## src/rtl/id_ex_stage_pkg.sv

```systemverilog
// Shared definitions for the ID/EX stage: ALU operation codes, forward-select
// codes and the layout of the ID/EX pipeline register.
package id_ex_stage_pkg;

    localparam int DATA_W = 32;
    localparam int REG_W  = 5;
    localparam int ALU_W  = 4;

    // ALU operation codes. ALU_ADD is zero so a cleared register is a bubble.
    localparam logic [ALU_W-1:0] ALU_ADD  = 4'h0;
    localparam logic [ALU_W-1:0] ALU_SUB  = 4'h1;
    localparam logic [ALU_W-1:0] ALU_AND  = 4'h2;
    localparam logic [ALU_W-1:0] ALU_OR   = 4'h3;
    localparam logic [ALU_W-1:0] ALU_XOR  = 4'h4;
    localparam logic [ALU_W-1:0] ALU_NOR  = 4'h5;
    localparam logic [ALU_W-1:0] ALU_SLT  = 4'h6;
    localparam logic [ALU_W-1:0] ALU_SLTU = 4'h7;
    localparam logic [ALU_W-1:0] ALU_SLL  = 4'h8;
    localparam logic [ALU_W-1:0] ALU_SRL  = 4'h9;
    localparam logic [ALU_W-1:0] ALU_SRA  = 4'ha;
    localparam logic [ALU_W-1:0] ALU_LUI  = 4'hb;

    // Which source currently drives a forwarded operand.
    typedef enum logic [1:0] {
        FWD_NONE = 2'b00,
        FWD_MEM  = 2'b01,
        FWD_WB   = 2'b10
    } fwd_sel_e;

    // Everything the ID/EX register holds for one instruction.
    typedef struct packed {
        logic              valid;
        logic [ALU_W-1:0]  alu_control;
        logic [REG_W-1:0]  rs;
        logic [REG_W-1:0]  rt;
        logic [REG_W-1:0]  dest;
        logic [DATA_W-1:0] rs_data;
        logic [DATA_W-1:0] rt_data;
        logic [DATA_W-1:0] imm;
        logic [REG_W-1:0]  shamt;
        logic              src_shamt;
        logic              src_imm;
        logic              reg_write;
        logic              mem_read;
        logic              mem_write;
        logic              mem_to_reg;
    } id_ex_t;

    // A bubble: no side effects downstream, harmless ADD of zeros.
    localparam id_ex_t ID_EX_BUBBLE = '{
        valid:       1'b0,
        alu_control: ALU_ADD,
        rs:          '0,
        rt:          '0,
        dest:        '0,
        rs_data:     '0,
        rt_data:     '0,
        imm:         '0,
        shamt:       '0,
        src_shamt:   1'b0,
        src_imm:     1'b0,
        reg_write:   1'b0,
        mem_read:    1'b0,
        mem_write:   1'b0,
        mem_to_reg:  1'b0
    };

endpackage

```

## src/rtl/id_ex_stage_fwd_select.sv

```systemverilog
// fwd_select: resolves one source operand against the EX/MEM and MEM/WB
// results. The younger EX/MEM result wins; register 0 is never forwarded.
module fwd_select
    import id_ex_stage_pkg::*;
(
    input  logic [REG_W-1:0]  idx,
    input  logic [DATA_W-1:0] reg_val,
    input  logic              mem_reg_write,
    input  logic [REG_W-1:0]  mem_dest,
    input  logic [DATA_W-1:0] mem_result,
    input  logic              wb_reg_write,
    input  logic [REG_W-1:0]  wb_dest,
    input  logic [DATA_W-1:0] wb_result,
    output logic [DATA_W-1:0] val,
    output logic [1:0]        sel
);

    // Pick the newest in-flight producer of idx, else the register-file value.
    always_comb begin
        // NOTE: defaults first so every path assigns every output (no latch).
        val = reg_val;
        sel = FWD_NONE;
        if (idx != '0) begin
            if (mem_reg_write && (mem_dest == idx)) begin
                val = mem_result;
                sel = FWD_MEM;
            end else if (wb_reg_write && (wb_dest == idx)) begin
                val = wb_result;
                sel = FWD_WB;
            end
        end
    end

endmodule

```

## src/rtl/id_ex_stage.sv

```systemverilog
// id_ex_stage: ID/EX pipeline register plus ALU operand select.
// Optional build macro ID_EX_FORWARD_EN enables EX/MEM and MEM/WB forwarding;
// without it the operands come straight from the registered read data.
module id_ex_stage
    import id_ex_stage_pkg::*;
(
    input  logic              clk,
    input  logic              rst_n,
    input  logic              stall,
    input  logic              flush,
    input  logic              id_valid,
    input  logic [ALU_W-1:0]  id_alu_control,
    input  logic [REG_W-1:0]  id_rs,
    input  logic [REG_W-1:0]  id_rt,
    input  logic [REG_W-1:0]  id_dest,
    input  logic [DATA_W-1:0] id_rs_data,
    input  logic [DATA_W-1:0] id_rt_data,
    input  logic [DATA_W-1:0] id_imm,
    input  logic [REG_W-1:0]  id_shamt,
    input  logic              id_src_shamt,
    input  logic              id_src_imm,
    input  logic              id_reg_write,
    input  logic              id_mem_read,
    input  logic              id_mem_write,
    input  logic              id_mem_to_reg,
    input  logic              mem_reg_write,
    input  logic [REG_W-1:0]  mem_dest,
    input  logic [DATA_W-1:0] mem_result,
    input  logic              wb_reg_write,
    input  logic [REG_W-1:0]  wb_dest,
    input  logic [DATA_W-1:0] wb_result,
    output logic              ex_valid,
    output logic [ALU_W-1:0]  ex_alu_control,
    output logic [DATA_W-1:0] ex_a,
    output logic [DATA_W-1:0] ex_b,
    output logic [DATA_W-1:0] ex_store_data,
    output logic [REG_W-1:0]  ex_dest,
    output logic              ex_reg_write,
    output logic              ex_mem_read,
    output logic              ex_mem_write,
    output logic              ex_mem_to_reg,
    output logic [1:0]        ex_fwd_a,
    output logic [1:0]        ex_fwd_b
);

    id_ex_t id_fields;
    id_ex_t r;

    logic [DATA_W-1:0] ra;
    logic [DATA_W-1:0] rt_val;

    assign id_fields = '{
        valid:       1'b1,
        alu_control: id_alu_control,
        rs:          id_rs,
        rt:          id_rt,
        dest:        id_dest,
        rs_data:     id_rs_data,
        rt_data:     id_rt_data,
        imm:         id_imm,
        shamt:       id_shamt,
        src_shamt:   id_src_shamt,
        src_imm:     id_src_imm,
        reg_write:   id_reg_write,
        mem_read:    id_mem_read,
        mem_write:   id_mem_write,
        mem_to_reg:  id_mem_to_reg
    };

    // Pipeline register: flush beats stall; stall holds; otherwise load or bubble.
    always_ff @(posedge clk or negedge rst_n) begin
        // NOTE: non-blocking assignments so every flop samples pre-edge values.
        if (!rst_n) begin
            r <= ID_EX_BUBBLE;
        end else if (flush) begin
            r <= ID_EX_BUBBLE;
        end else if (!stall) begin
            r <= id_valid ? id_fields : ID_EX_BUBBLE;
        end
    end

`ifdef ID_EX_FORWARD_EN
    fwd_select u_fwd_rs (
        .idx           (r.rs),
        .reg_val       (r.rs_data),
        .mem_reg_write (mem_reg_write),
        .mem_dest      (mem_dest),
        .mem_result    (mem_result),
        .wb_reg_write  (wb_reg_write),
        .wb_dest       (wb_dest),
        .wb_result     (wb_result),
        .val           (ra),
        .sel           (ex_fwd_a)
    );

    fwd_select u_fwd_rt (
        .idx           (r.rt),
        .reg_val       (r.rt_data),
        .mem_reg_write (mem_reg_write),
        .mem_dest      (mem_dest),
        .mem_result    (mem_result),
        .wb_reg_write  (wb_reg_write),
        .wb_dest       (wb_dest),
        .wb_result     (wb_result),
        .val           (rt_val),
        .sel           (ex_fwd_b)
    );
`else
    assign ra       = r.rs_data;
    assign rt_val   = r.rt_data;
    assign ex_fwd_a = FWD_NONE;
    assign ex_fwd_b = FWD_NONE;

    // Forwarding inputs and source indices have no consumer in this build.
    logic unused_fwd;
    assign unused_fwd = ^{mem_reg_write, mem_dest, mem_result,
                          wb_reg_write, wb_dest, wb_result, r.rs, r.rt};
`endif

    assign ex_valid       = r.valid;
    assign ex_alu_control = r.alu_control;
    assign ex_a           = r.src_shamt ? {27'b0, r.shamt} : ra;
    assign ex_b           = r.src_imm ? r.imm : rt_val;
    assign ex_store_data  = rt_val;
    assign ex_dest        = r.dest;

    // Side-effecting controls are gated by valid so a bubble never writes.
    assign ex_reg_write   = r.valid & r.reg_write;
    assign ex_mem_read    = r.valid & r.mem_read;
    assign ex_mem_write   = r.valid & r.mem_write;
    assign ex_mem_to_reg  = r.valid & r.mem_to_reg;

endmodule

```

## config.mk

```make
export PLATFORM = sky130hd
export DESIGN_NAME = id_ex_stage
export DESIGN_NICKNAME = d
export VERILOG_FILES = /design/src/rtl/id_ex_stage_pkg.sv /design/src/rtl/id_ex_stage_fwd_select.sv /design/src/rtl/id_ex_stage.sv
export SDC_FILE = /design/constraint.sdc
export NUM_CORES = 1
export LEC_CHECK = 0
export CAP_MARGIN = 10
export CORE_AREA = 2 2 126 128
export CTS_BUF_LIST = sky130_fd_sc_hd__clkbuf_8 sky130_fd_sc_hd__clkbuf_16
export DETAILED_ROUTE_END_ITERATION = 8
export DIE_AREA = 0 0 128 130
export GPL_ROUTABILITY_DRIVEN = 0
export GPL_TIMING_DRIVEN = 0
export MAX_ROUTING_LAYER = met4
export PLACE_DENSITY = 0.81
export SLEW_MARGIN = 20
export SYNTH_ARGS = -nofsm -noshare
export SYNTH_HDL_FRONTEND = slang
export SYNTH_HIERARCHICAL = 1
export SYNTH_SLANG_ARGS = --single-unit
```

## constraint.sdc

```tcl
create_clock -name clk -period 3.1 [get_ports clk]
set_input_delay 0.31 -clock clk [delete_from_list [all_inputs] [get_ports clk]]
set_output_delay 0.31 -clock clk [all_outputs]
set_load 0.01 [all_outputs]
```

# Word level (Yosys, flattened, before mapping)
# Index checks and enable logic that the tools add are counted.
[word_totals] reg_bits=117 in_bits=207 out_inout_bits=114 elab_cells=23
[op_classes] n_eq_ne=1 muxes=5 bitwise=4
[ops] operator="127-bit two-way mux" count=3
[ops] operator="32-bit two-way mux" count=2
[ops] operator="1-bit bitwise AND" count=4
[ops] operator="2-bit by 1-bit inequality test with 1-bit output (second input constant)" count=1

# Depth between registers and ports, before layout
[logic_depth] word_depth=3 ltp_mapped=5 depth_no_buf=2

# Worst setup path before layout
# Ideal clock, no wire load.
[synth_path] path_kind="register to output" from="register r[4] (netlist name)" to="output port ex_b[10]" arrival_ps=967 required_time_ps=2790 path_slack_ps=1823 stages_incl_launch_ff=4 path_buffers=2 cell_sequence="dfrtp_1 > buf_2 > buf_6 > mux2_2"
[synth_between] elab_chain_cells=1
[synth_lines] element="from (decl)" line_no="id_ex_stage.sv:47" text="id_ex_t r;"
[synth_lines] element="from (signal assigned)" line_no="id_ex_stage.sv:78" text="r <= id_valid ? id_fields : ID_EX_BUBBLE;"
[synth_lines] element="32-bit two-way mux" line_no="id_ex_stage.sv:123" text="assign ex_b = r.src_imm ? r.imm : rt_val;"
[synth_lines] element="to (decl)" line_no="id_ex_stage.sv:35" text="output logic [DATA_W-1:0] ex_b,"
# Every way passes these cells.

# Final worst setup path
[layout_path] from="register r[4] (netlist name)" to="output port ex_b[0]"
# The elaborated chain is that of the path after synthesis.

==> reports/results.txt <==
status: complete, no violations
gr ovfl total: 0
Hold Crit Depth: 3
Final Net Count: 1076
aggregate global-route resource usage: 0.231
clk_skew: 0 ns
Worst Path Buf+Inv: 3
unrepaired setup endpoints after global routing: false
Clock Pin Slew Worst Setup and Hold Paths: 0.05 ns
Initial Util: 0.396
CTS tree: yes
Detailed Place HPWL: 13300 µm
Setup Viol. Count Final: 0
CP top delay family: buffers and inverters
Max Slew Vio Count: 0
Vias/cell: 5.02
worst hold start: flush
Die ar.: 16600 µm²
synthesized flop and latch total: 117
hold crit path type: primary input to register
sequential share of the synthesized area: 0.479
worst reg2reg setup slack: 1.96 ns
Synth cell types: 19
largest net degree at the start of global routing: 73
initial antenna violation count: 0
commonest non-fill, non-tap cells in the layout: 227 x clkdlybuf4s50_1, 117 x dfrtp_1, 104 x nand2_1, 104 x nand3b_1, 104 x a21oi_1
pwr dens: 437 nW/µm²
met1 WL: 7860 µm
area of the mapped netlist: 6110 µm²
Leak: 3.93 nW
Syn Inst Count: 617
fmax: 0.432 GHz
end of the worst hold path: r[3]
Root Driver: clkbuf_16
Post-DRT Antenna Nets: 0
cts bufs inserted: 17
drt drc: 0
CP startpoint kind: register
synthesized area per cell: 9.91 µm²
first-pass GRT wire length: 28700 µm
CP peak stage delay: 0.50 ns
Worst EP required: 2.79 ns
vias: 5373
DR WL/cell: 17.2 µm
critical path class: register to output pin
fraction of layout cells with a size suffix above 1: 0.187
Placed Cells: 1041
most common cell after layout, fill and taps aside: clkdlybuf4s50_1
Synth warnings: 6
Final Cycle Share: 0.747
post-cts resize count: 0
worst skew pair latency: 0.41 ns
final WL: 18500 µm
RR Startpoint: r[5]
I/O Buffers: 228
Crit. End Element: output pin
worst hold slack: 0.382 ns
Area growth syn-to-layout: 50.7%
fin cells: 1071
Crit-path slowest cell: clkdlybuf4s50_1
Pre-Repair DR Iteration Count: 4
Top Metal Used: met4
met3 wire length: 1370 µm
post-layout minimum cycle time: 2.32 ns
setup TNS: 0 ns
Initial DRC Count: 302
Chip Height: 130 µm
endpoint of the worst-slack reg-to-reg timing path: r[5]
total power: 4.02 mW
H-tree Lvls: 4
met2 routed WL: 8760 µm
clk buf depth: 2
Final Hold Vio Count: 0
Core Box Area: 15400 µm²
Critical Path AT: 2.01 ns
vias in the first global route: 5393
clock sinks: 117
worst vdd ir: 319 µV
max-cap check violation count: 0
Die Wd: 128 µm
cells along the critical path: buf_2, buf_6, mux2_2, clkdlybuf4s50_1
Register-to-Register Path Depth: 3
cell row count: 46
crit path max fanout: 10
post-layout util: 0.597
Inserted Diodes: 0
I/O pin count: 321
==> kinds of logic after synthesis <==
kind of cell / synth area share
AO/OA/AOI/OAI: 0.105
buffers and inverters: 0.117
flip-flops: 0.479
multiplexers: 0.0698
other: 0.000614
AND/OR/NAND/NOR: 0.228
==> Yosys cell counts, drive strengths merged <==
cell type | number | share of area
mux2i | 1 | 0.0016
clkbuf | 7 | 0.0043
nor2 | 1 | 0.00061
nand3b | 104 | 0.13
and2 | 4 | 0.0041
buf | 95 | 0.11
a21oi | 104 | 0.085
inv | 1 | 0.00061
conb | 1 | 0.00061
and2b | 4 | 0.0049
a32o | 12 | 0.020
nor2b | 25 | 0.027
mux2 | 37 | 0.068
dfrtp | 117 | 0.48
nand2 | 104 | 0.064
==> per-layer routing <==
layer,GRT usage,vias to the layer above
li1,-,2561
met1,0.276,2583
met2,0.368,192
met3,0.0734,37
met4,0.0886,0
met5,-,-
==> worst min-delay path: cells and delay by family <==
family | cells | cell delay [ns]
compound gates | 1 | 0.19
buf+inv | 1 | 0.17
simple gates | 1 | 0.08
==> area by class of cell <==
type | instances | area, µm²
Timing Repair Buffer | 230 | 2320
Clock buffer | 22 | 494
Buffer | 102 | 713
Fill cell | 1349 | 6210
Tap cell | 192 | 240
Clock inverter | 7 | 32.5
Inverter | 1 | 3.75
Multi-Input combinational cell | 400 | 2480
Sequential cell | 117 | 2930
==> state kept, by name (all words and copies together) (netlist names) <==
signal and flops:
r 43, ex_store_data 32, ra 32, ex_dest 5, ex_alu_control 4, ex_valid 1
==> where the power goes <==
part,switching (mW),internal (mW),leakage (nW)
Sequential,0.0362,1.59,1.60
Clock,0.654,1.10,0.276
Combinational,0.277,0.372,2.06
Total,0.967,3.05,3.93
==> worst max path at each step <==
| stage | end | cells past startpoint | startpoint |
|---|---|---|---|
| after floorplan | ex_b[10] | 3 | r[4] |
| after global placement | ra[18] | 1 | rst_n |
| after detailed placement | ex_a[12] | 3 | r[5] |
| after CTS | ex_b[0] | 4 | r[4] |
| after global routing | ex_a[12] | 3 | r[5] |
| final | ex_b[0] | 4 | r[4] |
==> metrics by stage <==
step | setup slack [ns] | cell area (µm²)
2_1_floorplan | 1.82 | 6120
3_3_place_gp | -2.99 | 8650
3_5_place_dp | 1.21 | 8670
4_1_cts | 0.765 | 9210
5_1_grt | 0.697 | 9210
6_report | 0.785 | 9210
==> what timing repair did <==
item                                   CTS  global route
endpoints found under the hold margin   45             0
hold buffers                             1             0
setup buffers                            0             0
setup endpoints to repair                0             0
Note: power is estimated with default switching activity, not from simulation.
==> edit 1 (same settings) <==
Reset style: synchronous (`rst_n`), changed in one clocked block.
--- a/src/rtl/id_ex_stage.sv
+++ b/src/rtl/id_ex_stage.sv
@@ -68,7 +68,7 @@
     };
 
     // Pipeline register: flush beats stall; stall holds; otherwise load or bubble.
-    always_ff @(posedge clk or negedge rst_n) begin
+    always_ff @(posedge clk) begin
         // NOTE: non-blocking assignments so every flop samples pre-edge values.
         if (!rst_n) begin
             r <= ID_EX_BUBBLE;
Function: differs if rst_n is asserted again (counterexample within 4 cycles, from zero or initial values and one cycle with rst_n low); with rst_n held inactive, the same outputs for 4 cycles.
==> edit 1 against the original RTL <==
Routed wire length down 6.6%; setup slack worse by 120 ps; combinational power down 25%; largest cell class unchanged; clock skew unchanged; synthesized area down 8.6%; utilization down 3.3 points; sequential cell count unchanged; final area down 5.6%; critical path type unchanged; die area unchanged; critical path depth unchanged; power down 1.9%; count of clock-buffer cells in the layout down 4; global-route usage down 1.9 points; register-to-register slack worse by 70 ps.
==> edit 1: results (changes against the original RTL) <==
Parameter                              Value

Min path
  Hold endpoint ... r[3]
  Number of cells on the worst hold path ... 4 (+1)
  Worst hold path startpoint ... stall

Power
  Reported leakage power ... 3.19 nW (-19%)
  Worst IR Drop VDD ... 0.343 mV (+7.7%)

Final layout
  Share of final-layout standard cells stronger than drive strength 1 ... 0.177 (-0.00958)
  Filler cell count ... 1,448 (+7.3%)
  Cell Count, Final, Fillers Out ... 1,096 (+2.3%)

STA
  Fin crit share ... 0.786 (+0.0396)

Setup path
  Signal arrival time at the worst endpoint ... 2130 ps (+120 ps)
  Crit path launch ... r[4]
  R2R setup slack ... 1890 ps (-70 ps)
  Reg-to-Reg Start ... r[5]

Logic synthesis
  Number of distinct standard cells referenced by the synthesized netlist ... 18 (-1)
  Async S/R FF share, synth ... 0 (-1.00)
  List of most frequent post-synthesis cells ... 117 x sky130_fd_sc_hd__dfxtp_1, 116 x sky130_fd_sc_hd__nand2_1, 115 x sky130_fd_sc_hd__a21oi_1, 115 x sky130_fd_sc_hd__nand3b_1, 56 x sky130_fd_sc_hd__buf_4
  Commonest register cell after synthesis ... sky130_fd_sc_hd__dfxtp_1
  Post-synthesis cell count ... 641 (+3.9%)
  Share of synthesized area occupied by flip-flops and latches ... 0.419 (-0.0599)

Placement
  Detailed Place HPWL ... 12,800 um (-3.9%)
  Post-Place Worst Slack ... 1080 ps (-132 ps)
  Total cell area at the placement stage ... 0.00812 sq mm (-6.4%)

Route
  Drt pass-1 iters ... 5 (+1)
  Total length of routed wires ... 17,200 um (-6.6%)
  Detail-routed via count per cell ... 4.75 (-5.3%)

Outcome
  Outcome ... complete, no violations

Global route
  Global-route total usage across every layer ... 0.212 (-0.0192)
-- edit 1: power by group --
part / internal [mW] / switching [mW] / total, mW
registers: 1.54 / 0.0182 / 1.55
logic: 0.291 / 0.198 / 0.488
clock network: 1.19 / 0.711 / 1.90
total: 3.02 / 0.927 / 3.95
-- edit 1: cells by family (layout without fill, tap and decap cells) --
group,Yosys count,count (layout),share of synthesized area
AO/OA/AOI/OAI,116,116,0.105
multiplexers,38,38,0.0764
AND/OR/NAND/NOR,265,265,0.273
buffers and inverters,104,364,0.127
flip-flops,117,117,0.419
other,1,4,0.000671
-- edit 1: area by class of cell --
type                       instances  area share
multi-input combinational        423       0.293
sequential                       117       0.269
timing repair buffer             228       0.262
buffer                           104      0.0814
clock buffer                      18      0.0505
tap                              192      0.0276
clock inverter                    14      0.0157
-- edit 1: metal layers --
layer	part of all wire	GRT usage
met4	0.015	0.0718
met1	0.45	0.252
met2	0.47	0.350
met5	0	-
met3	0.067	0.0558
==> edit 2 (same flow settings) <==
Made on the original files. `ALU_W`: 4 -> 6.
--- a/src/rtl/id_ex_stage_pkg.sv
+++ b/src/rtl/id_ex_stage_pkg.sv
@@ -4,7 +4,7 @@
 
     localparam int DATA_W = 32;
     localparam int REG_W  = 5;
-    localparam int ALU_W  = 4;
+    localparam int ALU_W  = 6;
 
     // ALU operation codes. ALU_ADD is zero so a cleared register is a bubble.
     localparam logic [ALU_W-1:0] ALU_ADD  = 4'h0;
Ports: changed (resized ex_alu_control and id_alu_control); port bits go from 321 to 325. The function was not compared with the original's and may differ.
==> edit 2 against the original RTL <==
Cell count grew 1.2%; synthesized area rose by 1.5%; combinational power increased by 2%; sequential cell count increased by 2; routed wire length is 0.60% higher; register-to-register slack worse by 40 ps; sequential share of layout area is 0.25 points lower; power grew 8.8%; setup slack worse by 54 ps; final area rose by 2.5%; largest power group unchanged.
==> edit 2: results (changes against the original RTL) <==
Parameter                              Value

Logic synthesis
  Post-synthesis cell count ... 623 (+0.97%)
  List of most frequent post-synthesis cells ... 119 x sky130_fd_sc_hd__dfrtp_1, 104 x sky130_fd_sc_hd__a21oi_1, 104 x sky130_fd_sc_hd__nand2_1, 104 x sky130_fd_sc_hd__nand3b_1, 53 x sky130_fd_sc_hd__buf_4
  Cell area after synthesis ... 0.00620 sq mm (+1.5%)
  Post-synthesis register bit count ... 119 (+1.7%)
  Share of synthesized area occupied by flip-flops and latches ... 0.480 (+0.00101)

Setup path
  Critical path destination ... ex_b[3]
  R2R setup slack ... 1920 ps (-40 ps)
  Signal arrival time at the worst endpoint ... 2060 ps (+50 ps)

Outcome
  Outcome ... complete, no violations

Route
  Amount of wire on met2 after detailed routing ... 8850 um (+1.1%)
  Number of design-rule violations left by the first detailed-router iteration ... 289 (-4.3%)
  Total length of routed wires ... 18,600 um (+0.60%)
  Met1 Wirelength ... 7970 um (+1.5%)
  Detail-routed via count per cell ... 5.03 (+0.20%)
  Wire length per cell ... 17.1 um (-0.60%)
  Drt pass-1 iters ... 5 (+1)

Final layout
  Flip-flop count of the largest register, all copies and words added ... 43 (unchanged)
  Sequential standard cell area ... 0.00298 sq mm (+1.7%)
  Filler cell count ... 1,302 (-3.5%)
  Number of multi-input combinational cells in the layout ... 402 (+0.50%)
  Non-Clock Buffer Area Fraction ... 0.328 (-0.00185)
  CLK BUF ... 21 (-4.5%)
  Clock tree cell share of total cell area ... 0.0664 (+0.00920)

Global route
  Wire length of the first global-routing pass ... 28,900 um (+0.68%)
  GR Util met3 ... 0.0713 (-0.00205)
  Antenna violations before repair ... 0 (unchanged)
  Global-route total usage across every layer ... 0.232 (+0.00105)
  Number of global-route vias before repair ... 5,455 (+1.1%)

STA
  Hold slack final ... 348 ps (-34.3 ps)
  Max frequency ... 0.422 GHz (-2.3%)

Power
  Worst IR Drop VDD ... 0.337 mV (+5.7%)
  Power density over cell area ... 464 mW/mm^2 (+6.2%)
  Reported leakage power ... 4.01 nW (+1.9%)

Placement
  Buffers on Ports ... 232 (+1.8%)
  Total cell area at the placement stage ... 0.00881 sq mm (+1.5%)
  Post-Place Worst Slack ... 1150 ps (-58.8 ps)
  Detailed Place HPWL ... 13,400 um (+0.84%)
  Number of placed cells counting well taps ... 1,051 (+0.96%)

Min path
  Number of cells on the worst hold path ... 4 (+1)
  Worst hold path startpoint ... id_valid
  Hold endpoint ... r[2]
-- edit 2: cell types whose count changed after synthesis --
cell	unedited run	this run
sky130_fd_sc_hd__a32o_1	12	14
sky130_fd_sc_hd__dfrtp_1	117	119
sky130_fd_sc_hd__buf_4	52	53
sky130_fd_sc_hd__buf_6	13	14
sky130_fd_sc_hd__inv_2	1	0
sky130_fd_sc_hd__inv_4	0	1
-- edit 2: power by group --
part / switching, mW / internal, mW
sequential: 0.0340 / 1.61
clock: 0.726 / 1.35
combinational: 0.282 / 0.379
total: 1.04 / 3.34
-- edit 2: tightest hold or removal path: stages --
cell	delay, ps
sky130_fd_sc_hd__buf_6	120
sky130_fd_sc_hd__buf_6	150
sky130_fd_sc_hd__nand3b_1	90
sky130_fd_sc_hd__a21oi_1	60
-- edit 2: cells by family after synthesis --
group,after synthesis,share of synthesized area
other cells,1,0.000605
simple gates,242,0.225
buf+inv,105,0.119
mux,38,0.0688
compound gates,118,0.106
flops,119,0.480
